**src/rtl/ppu_pkg.sv**
```systemverilog
`default_nettype none
// ============================================================================
// Module   : ppu_pkg
// Purpose  : Shared constants and FSM state type for the PPU VRAM port.
//            Optional feature macro: PPU_PALETTE_DIRECT_READ_EN
// Revision : 1.0 - initial release
// ============================================================================
package ppu_pkg;

    localparam logic [2:0]  REG_STATUS = 3'd2;
    localparam logic [2:0]  REG_ADDR   = 3'd6;
    localparam logic [2:0]  REG_DATA   = 3'd7;

    localparam logic [5:0]  PALETTE_HI = 6'h3F;
    localparam logic [13:0] SHADOW_OFS = 14'h1000;

    typedef enum logic [2:0] {
        ST_IDLE      = 3'd0,
        ST_WR_MEM    = 3'd1,
        ST_RD_MEM    = 3'd2,
        ST_ACK       = 3'd3
`ifdef PPU_PALETTE_DIRECT_READ_EN
        ,
        ST_RD_SHADOW = 3'd4
`endif
    } port_state_t;

endpackage
`default_nettype wire

```
**src/rtl/ppu_addr_latch.sv**
```systemverilog
`default_nettype none
// ============================================================================
// Module   : ppu_addr_latch
// Purpose  : PPUADDR two-write latch (w toggle, high-byte holding register)
//            and the VRAM address register with modulo auto-increment.
// Revision : 1.0 - initial release
// ============================================================================
module ppu_addr_latch #(
    parameter int ADDR_W  = 14,
    parameter int INC_BIG = 32
) (
    input  logic              clk,
    input  logic              rst,
    input  logic              load_hi,
    input  logic              load_lo,
    input  logic              clr_w,
    input  logic              inc,
    input  logic              inc32,
    input  logic [7:0]        din,
    output logic [ADDR_W-1:0] addr,
    output logic              w
);

    localparam int HI_W = ADDR_W - 8;

    logic [HI_W-1:0]   r_addr_hi_tmp;
    logic [ADDR_W-1:0] w_step;

    // The add naturally wraps at 2^ADDR_W, matching the 14-bit PPU bus.
    assign w_step = inc32 ? ADDR_W'(INC_BIG) : ADDR_W'(1);

    always_ff @(posedge clk) begin
        if (rst) begin
            r_addr_hi_tmp <= '0;
            addr          <= '0;
            w             <= 1'b0;
        end else begin
            if (load_hi) begin
                r_addr_hi_tmp <= din[HI_W-1:0];
                w             <= 1'b1;
            end else if (load_lo || clr_w) begin
                w <= 1'b0;
            end

            if (load_lo) begin
                addr <= {r_addr_hi_tmp, din};
            end else if (inc) begin
                addr <= addr + w_step;
            end
        end
    end

endmodule
`default_nettype wire

```
**src/rtl/ppu_vram_port.sv**
```systemverilog
`default_nettype none
// ============================================================================
// Module   : ppu_vram_port
// Purpose  : CPU-facing PPUADDR/PPUDATA port with buffered reads, auto-
//            increment and a req/ack handshake towards PPU memory.
//            Optional feature macro: PPU_PALETTE_DIRECT_READ_EN
// Revision : 1.0 - initial release
// ============================================================================
module ppu_vram_port
    import ppu_pkg::*;
#(
    parameter int ADDR_W  = 14,
    parameter int INC_BIG = 32
) (
    input  logic        clk,
    input  logic        rst,
    input  logic        cpu_req,
    input  logic [2:0]  cpu_reg,
    input  logic        cpu_we,
    input  logic [7:0]  cpu_din,
    output logic [7:0]  cpu_dout,
    output logic        cpu_ack,
    output logic        cpu_busy,
    input  logic        ctrl_inc32,
    output logic        mem_req,
    output logic        mem_we,
    output logic [15:0] mem_addr,
    output logic [7:0]  mem_wdata,
    input  logic [7:0]  mem_rdata,
    input  logic        mem_ack
);

    port_state_t       r_state;
    logic [7:0]        r_read_buf;
    logic [7:0]        r_dout_hold;

    logic [ADDR_W-1:0] w_addr;
    logic [ADDR_W-1:0] w_mem_addr_int;
    logic              w_toggle;
    logic              w_accept;
    logic              w_load_hi;
    logic              w_load_lo;
    logic              w_clr_w;
    logic              w_inc;
    logic              w_mem_done;

    assign w_accept   = cpu_req && (r_state == ST_IDLE);
    assign w_load_hi  = w_accept &&  cpu_we && (cpu_reg == REG_ADDR) && !w_toggle;
    assign w_load_lo  = w_accept &&  cpu_we && (cpu_reg == REG_ADDR) &&  w_toggle;
    assign w_clr_w    = w_accept && !cpu_we && (cpu_reg == REG_STATUS);
    assign w_mem_done = mem_req && mem_ack;

`ifdef PPU_PALETTE_DIRECT_READ_EN
    logic r_pal;

    // A palette read increments only after its shadow nametable read.
    assign w_inc = w_mem_done && ((r_state == ST_WR_MEM) ||
                                  ((r_state == ST_RD_MEM) && !r_pal) ||
                                  (r_state == ST_RD_SHADOW));
    assign w_mem_addr_int = (r_state == ST_RD_SHADOW) ? (w_addr - SHADOW_OFS) : w_addr;
`else
    assign w_inc = w_mem_done && ((r_state == ST_WR_MEM) || (r_state == ST_RD_MEM));
    assign w_mem_addr_int = w_addr;
`endif

    assign mem_addr = {{(16-ADDR_W){1'b0}}, w_mem_addr_int};
    assign cpu_busy = (r_state != ST_IDLE);

    ppu_addr_latch #(
        .ADDR_W  (ADDR_W),
        .INC_BIG (INC_BIG)
    ) u_addr_latch (
        .clk     (clk),
        .rst     (rst),
        .load_hi (w_load_hi),
        .load_lo (w_load_lo),
        .clr_w   (w_clr_w),
        .inc     (w_inc),
        .inc32   (ctrl_inc32),
        .din     (cpu_din),
        .addr    (w_addr),
        .w       (w_toggle)
    );

    always_ff @(posedge clk) begin
        if (rst) begin
            r_state     <= ST_IDLE;
            r_read_buf  <= 8'h00;
            r_dout_hold <= 8'h00;
            cpu_dout    <= 8'h00;
            cpu_ack     <= 1'b0;
            mem_req     <= 1'b0;
            mem_we      <= 1'b0;
            mem_wdata   <= 8'h00;
`ifdef PPU_PALETTE_DIRECT_READ_EN
            r_pal       <= 1'b0;
`endif
        end else begin
            cpu_ack  <= 1'b0;
            cpu_dout <= 8'h00;
            case (r_state)
                ST_IDLE: begin
                    if (cpu_req) begin
                        if ((cpu_reg == REG_DATA) && cpu_we) begin
                            r_dout_hold <= 8'h00;
                            mem_we      <= 1'b1;
                            mem_wdata   <= cpu_din;
                            mem_req     <= 1'b1;
                            r_state     <= ST_WR_MEM;
                        end else if (cpu_reg == REG_DATA) begin
                            r_dout_hold <= r_read_buf;
                            mem_we      <= 1'b0;
                            mem_req     <= 1'b1;
`ifdef PPU_PALETTE_DIRECT_READ_EN
                            r_pal       <= (w_addr[ADDR_W-1:8] == PALETTE_HI);
`endif
                            r_state     <= ST_RD_MEM;
                        end else begin
                            r_dout_hold <= 8'h00;
                            cpu_ack     <= 1'b1;
                            r_state     <= ST_ACK;
                        end
                    end
                end
                ST_WR_MEM: begin
                    if (w_mem_done) begin
                        mem_req  <= 1'b0;
                        mem_we   <= 1'b0;
                        cpu_ack  <= 1'b1;
                        cpu_dout <= r_dout_hold;
                        r_state  <= ST_ACK;
                    end
                end
                ST_RD_MEM: begin
                    if (w_mem_done) begin
                        mem_req <= 1'b0;
`ifdef PPU_PALETTE_DIRECT_READ_EN
                        if (r_pal) begin
                            r_dout_hold <= mem_rdata;
                            r_state     <= ST_RD_SHADOW;
                        end else begin
                            r_read_buf <= mem_rdata;
                            cpu_ack    <= 1'b1;
                            cpu_dout   <= r_dout_hold;
                            r_state    <= ST_ACK;
                        end
`else
                        r_read_buf <= mem_rdata;
                        cpu_ack    <= 1'b1;
                        cpu_dout   <= r_dout_hold;
                        r_state    <= ST_ACK;
`endif
                    end
                end
`ifdef PPU_PALETTE_DIRECT_READ_EN
                ST_RD_SHADOW: begin
                    // One idle cycle separates the palette and shadow requests.
                    if (!mem_req) begin
                        mem_req <= 1'b1;
                    end else if (mem_ack) begin
                        mem_req    <= 1'b0;
                        r_read_buf <= mem_rdata;
                        cpu_ack    <= 1'b1;
                        cpu_dout   <= r_dout_hold;
                        r_state    <= ST_ACK;
                    end
                end
`endif
                ST_ACK: begin
                    r_state <= ST_IDLE;
                end
                default: begin
                    r_state <= ST_IDLE;
                end
            endcase
        end
    end

endmodule
`default_nettype wire

```
**config.mk**
```make
export PLATFORM = sky130hd
export DESIGN_NAME = ppu_vram_port
export DESIGN_NICKNAME = d
export VERILOG_FILES = /design/src/rtl/ppu_pkg.sv /design/src/rtl/ppu_addr_latch.sv /design/src/rtl/ppu_vram_port.sv
export SDC_FILE = /design/constraint.sdc
export NUM_CORES = 1
export LEC_CHECK = 0
export ABC_AREA = 1
export BUFFER_PORTS_ARGS = -buffer_cell sky130_fd_sc_hd__buf_2
export CAP_MARGIN = 40
export CORE_UTILIZATION = 25
export DETAILED_ROUTE_END_ITERATION = 8
export GPL_TIMING_DRIVEN = 0
export PLACE_DENSITY = 0.45
export SLEW_MARGIN = 25
export SYNTH_ARGS = -nofsm -noshare
export SYNTH_HDL_FRONTEND = slang
export SYNTH_SLANG_ARGS = --single-unit
export TNS_END_PERCENT = 1
```
**constraint.sdc**
```tcl
create_clock -name clk -period 4.3 [get_ports clk]
set_clock_uncertainty 0.2 [all_clocks]
set_input_delay 0.645 -clock clk [delete_from_list [all_inputs] [get_ports clk]]
set_output_delay 0.645 -clock clk [all_outputs]
set_load 0.05 [all_outputs]
```
==> reports/results.txt, run 1 <==
run status: finished, final reports clean
area grow syn2layout: 24.1%
I/O Pins: 61
Int Pwr: 0.981 mW
critical path class: reg2out
Overall Power: 1.48 mW
Worst Tran Pin Value: 627 ps
CTS clk-pin slew, worst paths: 70 ps
CTS resizes: 0
Initial DRT Pass Iterations: 4
CP required: 3450 ps
Max Freq: 0.429 GHz
final hold viol count: 0
Max Root-Sink Buffers: 2
slowest cell on the critical path: dfxtp_1
FP Rows: 38
largest net degree at the start of global routing: 11
# clock sinks: 58
Post-route DRC: 0
mean area per synthesized cell: 7.29 um^2
Clock Latency Late Sink: 340 ps
Max Cap Viol: 0
CP endpoint kind: output pin
Die W: 108 um
drt initial violations: 98
CTS tree: built
part of the power in registers: 40.5%
DPL Wire Length: 5600 um
n_diodes: 0
Initial Util: 25.8%
htree depth: 3
most used cell along the critical path: inv_1
flop2flop setup slack: 2280 ps
Fin Setup TNS: 0 ps
CP max FO: 7
Yosys cell types: 29
post-route cell area: 3460 um^2
Total GRT Usage: 13.8%
Mapped Cells: 383
Sw Share: 33.9%
IO Port Bufs: 58
Setup Buffers After CTS: 0
RR Startpoint: r_state[1]
CP cell instances: inv_1, ha_1, buf_4, inv_1, buf_2
Slew headroom: 58.2%
Critical Path Source Type: flop
DR vias: 2635
gr ovfl total: 0
EDFF count, synth: 0
Area contributors post-synth: dfxtp_1, nand2_1, nand3_1
asr flop ratio synth: 0%
Worst Min Path Start: r_dout_hold[1]
routed len/inst: 12.6 um
Place WS: 2100 ps
Cell Area, Placed: 3260 um^2
Root Buffer: clkbuf_8
HP Class: reg2reg
Die H: 108 um
cells on worst reg2reg path: 12
Seq/Total Area, Yosys: 41.6%
pins over their slew limit: 0
nets: 485
Post-Syn Area: 2790 um^2
hold path cells: 2
Yosys top cell area share: 41.6%
Post-synth top cells: nand2_1, dfxtp_1, nand3_1
vias per cell: 4.41
Clock Power Share: 35.2%
Arrival @ worst endpoint: 1480 ps
top_reg_cell synth: dfxtp_1
final wirelength: 7530 um
Hold Path End: cpu_dout[1]
area leader, netlist: dfxtp_1
hold_buf cts: 0
Inserted Clock Buffers: 9
most numerous cell in the Yosys netlist: nand2_1
Placer Congestion: 0.792
Setup violations, final: 0
antenna violations before repair: 0
Antenna Nets Post-Route: 0
Setup WS post-layout: 1970 ps
core area: 10800 um^2
PD cells: 428 nW/um^2
Final min period: 2330 ps
register bit total from synthesis: 58
combinational share of power: 24.3%
layout cells sized above 1: 21.7%
worst vdd ir: 0.154 mV
vias in the first global route: 2426
Net Switching: 0.503 mW
Die Area: 11600 um^2
yosys warns: 0
fin crit share: 54.2%
Worst R2R End: u_addr_latch.addr[11]
RSZ-0062 raised after global routing: no
Pleak: 1.58 nW
CP max stage delay: 380 ps
first-pass GRT wire length: 12200 um
worst max path at each step:
stage	from	endpoint	slack (ps)	depth (start not counted)
floorplan	u_addr_latch.addr[0]	u_addr_latch.addr[8]	2320	9
global placement	ctrl_inc32	u_addr_latch.addr[8]	2090	11
detailed placement	ctrl_inc32	u_addr_latch.addr[13]	2100	9
CTS	r_state[0]	cpu_busy	1950	5
global route	r_state[0]	cpu_busy	1850	5
finish	r_state[0]	cpu_busy	1970	5
power by group through the flow:
stage	clock network, mW	registers (mW)	logic [mW]
2_1_floorplan	0	0.649	0.237
3_3_place_gp	0	0.613	0.358
3_5_place_dp	0	0.614	0.361
4_1_cts	0.540	0.601	0.362
5_1_grt	0.563	0.606	0.407
6_report	0.522	0.601	0.360
placed cells by master (no fill, tap or decap), drive strengths merged:
| cell type | count |
|---|---|
| nand2 | 81 |
| buf | 65 |
| dfxtp | 58 |
| nand3 | 49 |
| inv | 48 |
| nor2 | 44 |
| a21oi | 39 |
| o21ai | 20 |
| clkbuf | 17 |
| a211oi | 8 |
| ha | 7 |
| nand4 | 4 |
| nor3 | 3 |
| nand3b | 3 |
| xor2 | 3 |
| clkinv | 3 |
| conb | 2 |
| o21bai | 1 |
| clkinvlp | 1 |
| bufinv | 1 |
worst max-delay path, delay by kind of cell (launching register included):
| family | cells | cell delay, ps |
|---|---|---|
| adder cells (fa/ha/maj) | 1 | 200 |
| buffers and inverters | 4 | 570 |
| flip-flops | 1 | 380 |
state kept, by name (all words and copies together), names as in the netlist, 2 cells and up:
name                        flops
r_state                         2
mem_wdata                       8
r_read_buf                      8
r_dout_hold                     8
cpu_dout                        8
u_addr_latch.addr              14
u_addr_latch.r_addr_hi_tmp      6
cell families after synthesis:
kind of cell | synth area share (%)
adders and majority gates | 3.14
buffers and inverters | 9.37
AOI/OAI and AO/OA | 13.3
and+or+nand+nor | 31.6
DFF | 41.6
xor gates and xnor gates | 0.941
other | 0.134
final cells by class:
cell class | count | area, um^2
fill | 1222 | 7380
tap | 140 | 175
inverter | 49 | 184
buffer | 13 | 77.6
timing repair buffer | 58 | 290
sequential | 58 | 1160
clock buffer | 11 | 151
clock inverter | 4 | 51.3
multi-input combinational | 264 | 1370
routing by layer:
layer / part of all wire, % / global-route usage [%] / vias up
met5: 0 / 0 / -
met4: 1.0 / 4.99 / 0
met3: 3.3 / 3.15 / 5
met2: 45 / 20.9 / 48
met1: 51 / 18.9 / 1204
li1: - / - / 1378
per-stage QoR:
stage	util (%)	hold WS, ps	cells
final	31.9	238	597
after global routing	31.9	254	597
after CTS	31.9	240	597
after detailed placement	30.1	230	582
after global placement	30.1	229	582
after floorplan	-	217	384
Power figures use the tool's default switching activity.
==> inputs of run 2 (changes only) <==
==> constraint.sdc (replaced) <==
create_clock -name clk -period 2.19 [get_ports clk]
set_clock_uncertainty 0.2 [all_clocks]
set_input_delay 0.3285 -clock clk [delete_from_list [all_inputs] [get_ports clk]]
set_output_delay 0.3285 -clock clk [all_outputs]
set_load 0.05 [all_outputs]
==> run 2 against run 1 <==
Effect of this change: flip-flop and latch count unchanged; cell count stayed put; global-route usage did not move; utilization is essentially flat; hold slack got worse by 190 ps; register-to-register slack lost 2100 ps; sequential power increased by 96%; first-iteration DRC count decreased by 4.1%; clock power increased by 97%; worst setup slack worse by 1800 ps; largest power group unchanged; highest routed layer unchanged.
==> reports/results.txt, run 2 (synthesis gave the netlist of run 1 again) <==
flop2flop setup slack: 180 ps (-2100 ps)
Top reg by flops: u_addr_latch.addr
Worst Tran Pin Value: 630 ps (+2.86 ps)
CP max FO: 10 (+3)
CP endpoint kind: flop
antenna violations before repair: 0 (unchanged)
commonest non-fill, non-tap cell in the layout: nand2_1
part of the power in registers: 40.4% (about the same)
hold_ws: 49.7 ps (-189 ps)
commonest cells after routing, fill and taps aside: nand2_1, buf_2, dfxtp_1
DR vias: 2625 (-0.38%)
Initial DRT Pass Iterations: 4 (unchanged)
Placer Congestion: 0.792 (unchanged)
Arrival @ worst endpoint: 2040 ps (+560 ps)
n_diodes: 0 (unchanged)
hold_buf cts: 0 (unchanged)
Antenna Nets Post-Route: 0 (unchanged)
Initial Util: 25.8% (unchanged)
Max Cap Viol: 0 (unchanged)
Die H: 108 um (unchanged)
FP Rows: 38 (unchanged)
hold path cells: 3 (+1)
pins over their slew limit: 0 (unchanged)
CP Launch Point: r_state[1]
CP required: 2220 ps (-1230 ps)
Net Switching: 0.992 mW (+97%)
Overall Power: 2.92 mW (+97%)
max reg flops: 14 (unchanged)
Int Pwr: 1.93 mW (+97%)
Die Area: 11600 um^2 (unchanged)
htree depth: 3 (unchanged)
post-route cell area: 3470 um^2 (about the same)
gr ovfl total: 0 (unchanged)
Critical Path Source Type: flop
Final min period: 2010 ps
RR Startpoint: r_state[1]
routed len/inst: 12.6 um (-0.17%)
Worst Min Path Start: cpu_din[7]
Die W: 108 um (unchanged)
Root Buffer: clkbuf_8
Fin Setup TNS: 0 ps (unchanged)
CTS resizes: 0 (unchanged)
CTS tree: built
critical path class: reg2reg
area grow syn2layout: 24.2% (about the same)
RSZ-0062 raised after global routing: no
Slew headroom: 58.0% (-0.19 points)
Hold Path End: mem_wdata[7]
combinational share of power: 24.3% (about the same)
vias per cell: 4.40 (-0.38%)
HP Class: in2reg
largest net degree at the start of global routing: 11 (unchanged)
Setup Buffers After CTS: 0 (unchanged)
drt initial violations: 94 (-4.1%)
I/O Pins: 61 (unchanged)
first-pass GRT wire length: 12200 um (unchanged)
vias in the first global route: 2426 (unchanged)
Clock Power Share: 35.2% (about the same)
nets: 485 (unchanged)
PD cells: 843 nW/um^2 (+97%)
Max Root-Sink Buffers: 2 (unchanged)
Clock Latency Late Sink: 340 ps (about the same)
final hold viol count: 0 (unchanged)
final wirelength: 7520 um (-0.17%)
run status: finished, final reports clean
Cell Area, Placed: 3260 um^2 (unchanged)
Sw Share: 34.0% (+0.066 points)
cells on worst reg2reg path: 12 (unchanged)
Max Freq: 0.497 GHz
worst vdd ir: 0.303 mV (+96%)
CTS clk-pin slew, worst paths: 70 ps (about the same)
# clock sinks: 58 (unchanged)
Inserted Clock Buffers: 9 (unchanged)
Total GRT Usage: 13.8% (unchanged)
Setup violations, final: 0 (unchanged)
core area: 10800 um^2 (unchanged)
fin crit share: 91.8%
Worst R2R End: u_addr_latch.addr[11]
IO Port Bufs: 58 (unchanged)
Post-route DRC: 0 (unchanged)
Pleak: 1.57 nW (about the same)
layout cells sized above 1: 21.9% (+0.22 points)
DPL Wire Length: 5600 um (unchanged)
-- run 2: per-stage QoR --
step / setup slack (ps) / cells / util, %
after floorplan: 213 / 384 / -
after global placement: 210 / 582 / 30.1
after detailed placement: 176 / 582 / 30.1
after CTS: 152 / 597 / 31.9
after global routing: 8.44 / 597 / 32.0
final: 179 / 597 / 32.0
-- run 2: layout make-up --
type / instances / area (um^2)
well taps: 140 / 175
plain buffers: 13 / 77.6
fillers: 1219 / 7370
multi-input cells: 264 / 1380
clock buffers: 11 / 151
inverters: 49 / 184
clock inverters: 4 / 51.3
flip-flops and latches: 58 / 1160
repair buffers: 58 / 290
-- run 2: worst max-delay path by stage --
stage / to / slack, ps / cells after the start
detailed placement: u_addr_latch.addr[11] / 180 / 12
finish: u_addr_latch.addr[11] / 180 / 12
CTS: cpu_busy / 150 / 5
floorplan: u_addr_latch.addr[8] / 210 / 9
global placement: u_addr_latch.addr[11] / 210 / 12
global route: u_addr_latch.addr[12] / 8 / 9
-- run 2: worst max-delay path, cell delays in order, from the launching register on --
cell and delay (ps):
dfxtp_1 390, inv_1 80, ha_2 380, inv_2 70, nor2_8 190, inv_2 60
buf_6 150, nor2_4 110, nand2_1 60, nand2_1 60, nand3_1 60, nand2_1 60
inv_1 30
-- run 2: layer usage --
| layer | wire length, um | GRT usage (%) |
|---|---|---|
| met1 | 3760 | 18.9 |
| met2 | 3360 | 20.9 |
| met3 | 299 | 3.15 |
| met4 | 97 | 4.99 |
| met5 | 0 | 0 |
-- run 2: power groups by stage --
stage	combinational, mW	clock [mW]	sequential (mW)
after floorplan	0.466	0	1.27
final	0.711	1.03	1.18
after CTS	0.712	1.06	1.18
after global placement	0.702	0	1.20
after global routing	0.804	1.11	1.19
after detailed placement	0.708	0	1.21
